`src/rtl/reg_file_wb_if.sv`:
```
// Register file bus: write-back, operand reads, debug read and bring-up status.
interface reg_file_wb_if #(
    parameter int DATA_W = 32,
    parameter int ADDR_W = 5,
    parameter int CNT_W  = 16
);
    logic              WE;
    logic [ADDR_W-1:0] WADDR;
    logic [DATA_W-1:0] DIN;
    logic [ADDR_W-1:0] RADDR_A;
    logic [ADDR_W-1:0] RADDR_B;
    logic [DATA_W-1:0] DOUT_A;
    logic [DATA_W-1:0] DOUT_B;
    logic [ADDR_W-1:0] DBG_ADDR;
    logic [DATA_W-1:0] DBG_OUT;
    logic [CNT_W-1:0]  WR_CNT;
    logic [ADDR_W-1:0] WR_LAST;

    // Datapath side: drives write-back and read addresses, consumes the results.
    modport master (
        output WE, WADDR, DIN, RADDR_A, RADDR_B, DBG_ADDR,
        input  DOUT_A, DOUT_B, DBG_OUT, WR_CNT, WR_LAST
    );

    // Register file side.
    modport slave (
        input  WE, WADDR, DIN, RADDR_A, RADDR_B, DBG_ADDR,
        output DOUT_A, DOUT_B, DBG_OUT, WR_CNT, WR_LAST
    );
endinterface

```
`src/rtl/reg_file_wb.sv`:
```
// 32-entry register file with r0 tied to zero, two combinational operand
// ports with write-through bypass, a registered debug port and a
// committed-write counter for bring-up.
module reg_file_wb #(
    parameter int DATA_W = 32,
    parameter int ADDR_W = 5,
    parameter int CNT_W  = 16
) (
    input  logic          CLK,
    input  logic          RST,
    reg_file_wb_if.slave  bus
);
    localparam int NREGS = 2 ** ADDR_W;

    logic [DATA_W-1:0] regs [0:NREGS-1];
    logic [DATA_W-1:0] dbgQ;
    logic [CNT_W-1:0]  wrCnt;
    logic [ADDR_W-1:0] wrLast;
    logic              commit;

    assign commit = bus.WE && (bus.WADDR != '0);

    // Storage: reset clears every entry; r0 is never written so it stays zero.
    always_ff @(posedge CLK) begin
        if (RST) begin
            for (int i = 0; i < NREGS; i++) begin
                regs[i] <= '0;
            end
        end else if (commit) begin
            regs[bus.WADDR] <= bus.DIN;
        end
    end

    // Debug port samples the array before this edge's write, so no bypass.
    always_ff @(posedge CLK) begin
        if (RST) begin
            dbgQ <= '0;
        end else if (bus.DBG_ADDR == '0) begin
            dbgQ <= '0;
        end else begin
            dbgQ <= regs[bus.DBG_ADDR];
        end
    end

    // Write-event counter and last-written address, both only on committed writes.
    always_ff @(posedge CLK) begin
        if (RST) begin
            wrCnt  <= '0;
            wrLast <= '0;
        end else if (commit) begin
            wrCnt  <= wrCnt + CNT_W'(1);
            wrLast <= bus.WADDR;
        end
    end

    // Operand A: zero for r0, otherwise forward in-flight write-back data.
    always_comb begin
        bus.DOUT_A = regs[bus.RADDR_A];
        if (bus.RADDR_A == '0) begin
            bus.DOUT_A = '0;
        end else if (bus.WE && (bus.WADDR == bus.RADDR_A)) begin
            bus.DOUT_A = bus.DIN;
        end
    end

    // Operand B: same rules as operand A.
    always_comb begin
        bus.DOUT_B = regs[bus.RADDR_B];
        if (bus.RADDR_B == '0) begin
            bus.DOUT_B = '0;
        end else if (bus.WE && (bus.WADDR == bus.RADDR_B)) begin
            bus.DOUT_B = bus.DIN;
        end
    end

    assign bus.DBG_OUT = dbgQ;
    assign bus.WR_CNT  = wrCnt;
    assign bus.WR_LAST = wrLast;
endmodule
```
`src/flat_wrapper.sv`:
```
// flat-port wrapper written by rule: the top's interface ports become plain ports
module reg_file_wb_flat 
#(
    parameter int DATA_W = 32,
    parameter int ADDR_W = 5,
    parameter int CNT_W  = 16
)
  (CLK, RST, bus_WE, bus_WADDR, bus_DIN, bus_RADDR_A, bus_RADDR_B, bus_DBG_ADDR, bus_DOUT_A, bus_DOUT_B, bus_DBG_OUT, bus_WR_CNT, bus_WR_LAST);
  reg_file_wb_if #(.DATA_W(DATA_W), .ADDR_W(ADDR_W), .CNT_W(CNT_W)) bus_i ();
  input  logic CLK;
  input  logic RST;
  input wire logic [$bits(bus_i.WE)-1:0] bus_WE;
  input wire logic [$bits(bus_i.WADDR)-1:0] bus_WADDR;
  input wire logic [$bits(bus_i.DIN)-1:0] bus_DIN;
  input wire logic [$bits(bus_i.RADDR_A)-1:0] bus_RADDR_A;
  input wire logic [$bits(bus_i.RADDR_B)-1:0] bus_RADDR_B;
  input wire logic [$bits(bus_i.DBG_ADDR)-1:0] bus_DBG_ADDR;
  output wire logic [$bits(bus_i.DOUT_A)-1:0] bus_DOUT_A;
  output wire logic [$bits(bus_i.DOUT_B)-1:0] bus_DOUT_B;
  output wire logic [$bits(bus_i.DBG_OUT)-1:0] bus_DBG_OUT;
  output wire logic [$bits(bus_i.WR_CNT)-1:0] bus_WR_CNT;
  output wire logic [$bits(bus_i.WR_LAST)-1:0] bus_WR_LAST;
  assign bus_i.WE = bus_WE;
  assign bus_i.WADDR = bus_WADDR;
  assign bus_i.DIN = bus_DIN;
  assign bus_i.RADDR_A = bus_RADDR_A;
  assign bus_i.RADDR_B = bus_RADDR_B;
  assign bus_i.DBG_ADDR = bus_DBG_ADDR;
  assign bus_DOUT_A = bus_i.DOUT_A;
  assign bus_DOUT_B = bus_i.DOUT_B;
  assign bus_DBG_OUT = bus_i.DBG_OUT;
  assign bus_WR_CNT = bus_i.WR_CNT;
  assign bus_WR_LAST = bus_i.WR_LAST;
  reg_file_wb #(.DATA_W(DATA_W), .ADDR_W(ADDR_W), .CNT_W(CNT_W)) u_core (.CLK(CLK), .RST(RST), .bus(bus_i));
endmodule
```
`config.mk`:
```
export PLATFORM = sky130hd
export DESIGN_NAME = reg_file_wb_flat
export DESIGN_NICKNAME = d
export VERILOG_FILES = /design/src/rtl/reg_file_wb_if.sv /design/src/rtl/reg_file_wb.sv /design/src/flat_wrapper.sv
export SDC_FILE = /design/constraint.sdc
export NUM_CORES = 2
export LEC_CHECK = 0
export BUFFER_PORTS_ARGS = -buffer_cell sky130_fd_sc_hd__buf_2
export CAP_MARGIN = 20
export CELL_PAD_IN_SITES_DETAIL_PLACEMENT = 0
export CELL_PAD_IN_SITES_GLOBAL_PLACEMENT = 1
export CORE_MARGIN = 3
export CORE_UTILIZATION = 45
export DETAILED_ROUTE_END_ITERATION = 16
export GPL_ROUTABILITY_DRIVEN = 0
export PLACE_DENSITY = 0.77
export SKIP_CTS_REPAIR_TIMING = 1
export SYNTH_ARGS = -nofsm -noshare
export SYNTH_HDL_FRONTEND = slang
export SYNTH_SLANG_ARGS = --single-unit
```
`constraint.sdc`:
```
create_clock -name CLK -period 2.2 [get_ports CLK]
set_input_delay 0.11 -clock CLK [delete_from_list [all_inputs] [get_ports CLK]]
set_output_delay 0.11 -clock CLK [all_outputs]
set_load 0.03 [all_outputs]
```
# After elaboration in Yosys (flattened, before gate mapping)
# Memory sizes are Yosys's and may differ from the RTL's. A register that Yosys moved wholly into a read port is not among the register bits.
# Index checks and enable logic that the tools add are counted.
[totals]
input_bits = 55
mem_count = 1
ram_bits = 1024
reg_bits = 21
output_inout_bits = 117
[mem_list]
columns = ["memory", "words", "width", "rd", "rd_ports_with_merged_regs", "write_ports", "line_no", "source"]
rows = [
  ["u_core.regs", 32, 32, 3, 1, 32, "reg_file_wb.sv:15", "logic [DATA_W-1:0] regs [0:NREGS-1];"],
]
[classes]
n_reduce_logical = 9
eq_ne = 2
addsub = 1
mux = 12
[ops]
columns = ["operator", "count"]
rows = [
  ["$mux 32", 5],
  ["$reduce_or 32->1", 1],
  ["$add 16x1->16 const B", 1],
  ["$logic_not 5->1", 3],
  ["$eq 5x5->1", 2],
  ["$mux 1", 6],
  ["$mux 5", 1],
  ["$reduce_bool 5->1", 1],
  ["$logic_and 1x1->1", 3],
  ["$reduce_or 2->1", 1],
]

# Logic depth before layout (Yosys ltp)
[logic_depth]
depth_word = 7
depth_mapped = 9

# Least setup slack after synthesis
# No wires, ideal clock.
[synth_path]
path_kind = "input-to-output"
startpoint = "in bus_RADDR_B[0]"
endpoint = "out bus_DOUT_B[27]"
path_buffers = 4
stages = 8
arrival_ns = 2.117
slack_ns = -0.027
cell_sequence = "buf_4 > buf_4 > buf_4 > buf_2 > and4_1 > o41ai_1 > nand4_1 > o21ai_0"
[synth_between]
elab_chain_len = 4
word_cells_on_any_way = 6
cone_classes = "eq/ne (1); mux (2); reduce/logical (2); memory (1)"
[synth_rtl]
columns = ["item", "line_no", "source"]
rows = [
  ["start: declaration", "flat_wrapper.sv:16", "input wire logic [$bits(bus_i.RADDR_B)-1:0] bus_RADDR_B;"],
  ["branches (longest 3 deep; another with $mem_v2 32x32)", "-", ""],
  ["$mux 32 (*)", "reg_file_wb.sv:69", "if (bus.RADDR_B == '0) begin"],
  ["end: declaration", "flat_wrapper.sv:19", "output wire logic [$bits(bus_i.DOUT_B)-1:0] bus_DOUT_B;"],
]
# Every way passes the cells marked *.

==> run_results.csv <==
group,metric,value,unit
drt,viasPerCell,7.19,
critical_path,path_max_fanout,3,
global_route,grt_pass1_wl,394000,um
yosys,ys_seq_elements,1077,
power,pwr-share-clk,35.3,%
global_route,grt_usage,37.7,%
floorplanning,core_area,144000,sq um
yosys,synth_edf_count,1024,
clock_network,cts.reportedPaths.clkPinSlew,60,ps
yosys,synthCells,4763,
global_route,grt_pass1_vias,50400,
timing,layout_min_cycle_time,3040,ps
critical_path,reg2reg_to,"u_core.bus.DBG_OUT[30]$_SDFF_PP0_",
timing,setup_viol,64,
layout,fin_area,80900,sq um
timing,tightest_slew,766,ps
power,p_int,39.6,mW
power,max-vdd-ir-drop,0.785,mV
critical_path,r2r_cells,8,
yosys,synthMuxAreaShare,26.4,%
place,place_hpwl,189000,um
drt,vias,52800,
yosys,synth_seq_area_share,48.7,%
drt,wl_per_cell,39.6,um
timing,hold_viol,0,
min_path,min_path_cells,2,
critical_path,slowest_stage,"mux4_2",
timing,fin_crit_sh,138,%
clock_network,clock_sinks,1077,
floorplanning,die-area,150000,sq um
layout,syn2layout_area_growth,23.8,%
yosys,synth_compound_area_share,8.36,%
critical_path,cp_cell_sequence,"mux4_2, a22o_1, a221o_1, a211oi_4, buf_6, nor2_4, buf_6",
yosys,post_synth_and_or_nand_nor_area_fraction,12.5,%
drt,drc,0,
yosys,synth_area,65300,sq um
yosys,synth_top_area_share,47.1,%
place,post_dp_cell_area,74400,sq um
clock_network,cts_made_buffers,115,
run_status,violations,"negative setup slack",
floorplanning,die_w,387,um
power,switching_share,28.8,%
layout,drive_above_1_share,36.8,%
run_status,status,"finished, violations left",
layout,multi_input_area,33000,sq um
yosys,synth_xor_area_share,0.308,%
clock_network,clockBufferDepth,3,
critical_path,reg2reg_setup_slack,310,ps
timing,fin_worst_skew,19.1,ps
critical_path,end_kind,"output pin",
layout,nets,5377,
run,cap_violations,0,
yosys,synthMostInstantiatedCell,"edfxtp_1",
yosys,async_flop_share,0,%
clock_network,htree_levels,3,
layout,postLayoutCoreUtil,56.2,%
layout,fillers,11300,
yosys,synthDistinctLibCells,62,
yosys,synth_top_area_cell,"edfxtp_1",
critical_path,critPathCapture,"bus_DOUT_B[1]",
critical_path,r2r-start,"u_core.regs[3][30]$_SDFFCE_PN0P_",
clock_network,cts_root_buffer,"clkbuf_16",
power,power_density,687,nW/um^2
critical_path,critPathMaxStageDelay,470,ps
power,power_switching,16.0,mW
global_route,grt_max_degree,67,
drt,drt_pass1_iterations,7,
power,finalPower,55.6,mW
drt,initialDrtViolationCount,10400,
critical_path,crit_arrival,2930,ps
layout,regArea,31800,sq um
power,power_frac_seq,44.1,%
yosys,ys.flop_type,"edfxtp_1",
clock_network,clk_latency,770,ps
clock_network,cts_tree,"yes",
critical_path,cp.required,2090,ps
critical_path,cp_common_cell,"buf_6",
critical_path,cp-start-kind,"register",
floorplanning,io_pins,172,
min_path,hp-class,"input port to register",
power,p_leak,29.5,nW
timing,max-slew-margin-rel,48.9,%
global_route,antenna_found_initial,35,
global_route,grt_overflow_total,0,
critical_path,cp-startpoint,"u_core.regs[30][1]$_SDFFCE_PN0P_",
floorplanning,rows,139,
timing,rsz0062_at_grt,"true",
yosys,synth_top_family_by_area,"multiplexers",
drt,antenna_left,0,
yosys,synth-adder-area-share,0.0192,%
timing,fin_ws,-838,ps
drt,wl,291000,um
yosys,ys_warn_count,0,
yosys,synth_area_leaders,"edfxtp_1, mux4_2, and2_1",
timing,fmaxAchievable,329,MHz
floorplanning,fp.dieH,387,um
place,portBuffers,171,
floorplanning,initial_core_util,45.4,%
yosys,synthTopCellsByCount,"edfxtp_1, and2_1, mux4_2, mux2i_1, clkbuf_1",
critical_path,critPathKind,"register to output pin",
timing,finalMaxSlewViolations,0,
yosys,synth.avg_cell_area,13.7,sq um
power,pwr-share-comb,20.6,%
worst max-delay path: cells and delay by family, from the launching register on:
family	cells	cell delay [ps]
AOI/OAI and AO/OA	3	890
muxes	1	470
DFF	1	420
buffers and inverters	2	350
and+or+nand+nor	1	40
kinds of logic after synthesis:
| kind of cell | count (synthesis) |
|---|---|
| buf+inv | 538 |
| simple gates | 1354 |
| other cells | 1 |
| flops | 1077 |
| fa+ha+maj | 1 |
| xor+xnor | 23 |
| compound gates | 746 |
| mux | 1023 |
routing by layer:
metal	global-route usage (%)	part of all wire, %
met5	0	0.022
met1	48.2	33
met4	24.1	8.2
met3	15.5	17
met2	52.9	41
state kept, by name, indices dropped and copies added, names as in the netlist:
signal              count
u_core.bus.WR_LAST      5
u_core.bus.WR_CNT      16
u_core.regs          1024
u_core.bus.DBG_OUT     32
cell type report:
class / count / share of cell area, %
multi-input cells: 3179 / 40.8
flip-flops and latches: 1077 / 39.3
repair buffers: 938 / 12.2
clock buffers: 166 / 4.06
well taps: 1903 / 2.94
clock inverters: 48 / 0.518
diodes: 21 / 0.0650
inverters: 10 / 0.0480
power groups by stage:
stage	registers, mW	logic [mW]	clock network [mW]
after global routing	24.6	11.6	20.5
after detailed placement	24.9	10.0	0
after CTS	24.5	10.1	19.6
after global placement	24.8	9.99	0
after floorplan	24.7	5.49	0
final	24.5	11.5	19.6
stage by stage:
stage / setup TNS, ps / setup slack, ps / instances / hold WS [ps]
after floorplan: 0 / 57.4 / 4794 / 308
after global placement: -11480 / -590 / 7016 / 440
after detailed placement: -11510 / -557 / 7016 / 454
after CTS: -41910 / -1180 / 7230 / -314
after global routing: -36090 / -869 / 7323 / 2.10
final: -33330 / -838 / 7342 / 1.75
cells in the final DEF, fill, tap and decap left out, types with 14 or more instances in the layout:
| cell type | instances |
|---|---|
| o22ai_1 | 92 |
| or3_1 | 38 |
| conb_1 | 32 |
| buf_4 | 521 |
| a21oi_1 | 89 |
| a211oi_1 | 23 |
| a22oi_2 | 46 |
| a22oi_1 | 20 |
| a211o_1 | 28 |
| nor2b_4 | 25 |
| nor2b_1 | 31 |
| dlygate4sd3_1 | 27 |
| buf_6 | 74 |
| o221ai_1 | 128 |
| dfxtp_1 | 53 |
| clkbuf_16 | 119 |
| a221oi_1 | 41 |
| nor2_4 | 40 |
| diode_2 | 21 |
| clkinv_2 | 15 |
| buf_2 | 95 |
| buf_12 | 213 |
| xnor2_1 | 16 |
| mux4_2 | 559 |
| a221o_1 | 25 |
| a211oi_2 | 71 |
| a21oi_2 | 21 |
| edfxtp_1 | 1024 |
| nor3_1 | 17 |
| mux2i_1 | 431 |
| o21ai_0 | 44 |
| clkbuf_8 | 14 |
| clkbuf_1 | 34 |
| o31ai_1 | 31 |
| nor2_1 | 55 |
| a221oi_2 | 14 |
| nand2_1 | 33 |
| or2_2 | 34 |
| and2_1 | 996 |
| clkinv_1 | 19 |
worst min path at each step:
stage,from,end
6_report,bus_DIN[13],u_core.regs[20][13]$_SDFFCE_PN0P_
5_1_grt,bus_DIN[13],u_core.regs[31][13]$_SDFFCE_PN0P_
4_1_cts,bus_WADDR[4],u_core.bus.WR_LAST[4]$_SDFFE_PP0P_
3_5_place_dp,u_core.bus.WR_LAST[3]$_SDFFE_PP0P_,u_core.bus.WR_LAST[3]$_SDFFE_PP0P_
3_3_place_gp,u_core.bus.WR_LAST[4]$_SDFFE_PP0P_,u_core.bus.WR_LAST[4]$_SDFFE_PP0P_
2_1_floorplan,bus_DIN[31],u_core.regs[1][31]$_SDFFCE_PN0P_
No activity file was read; power rests on OpenSTA's default activity.
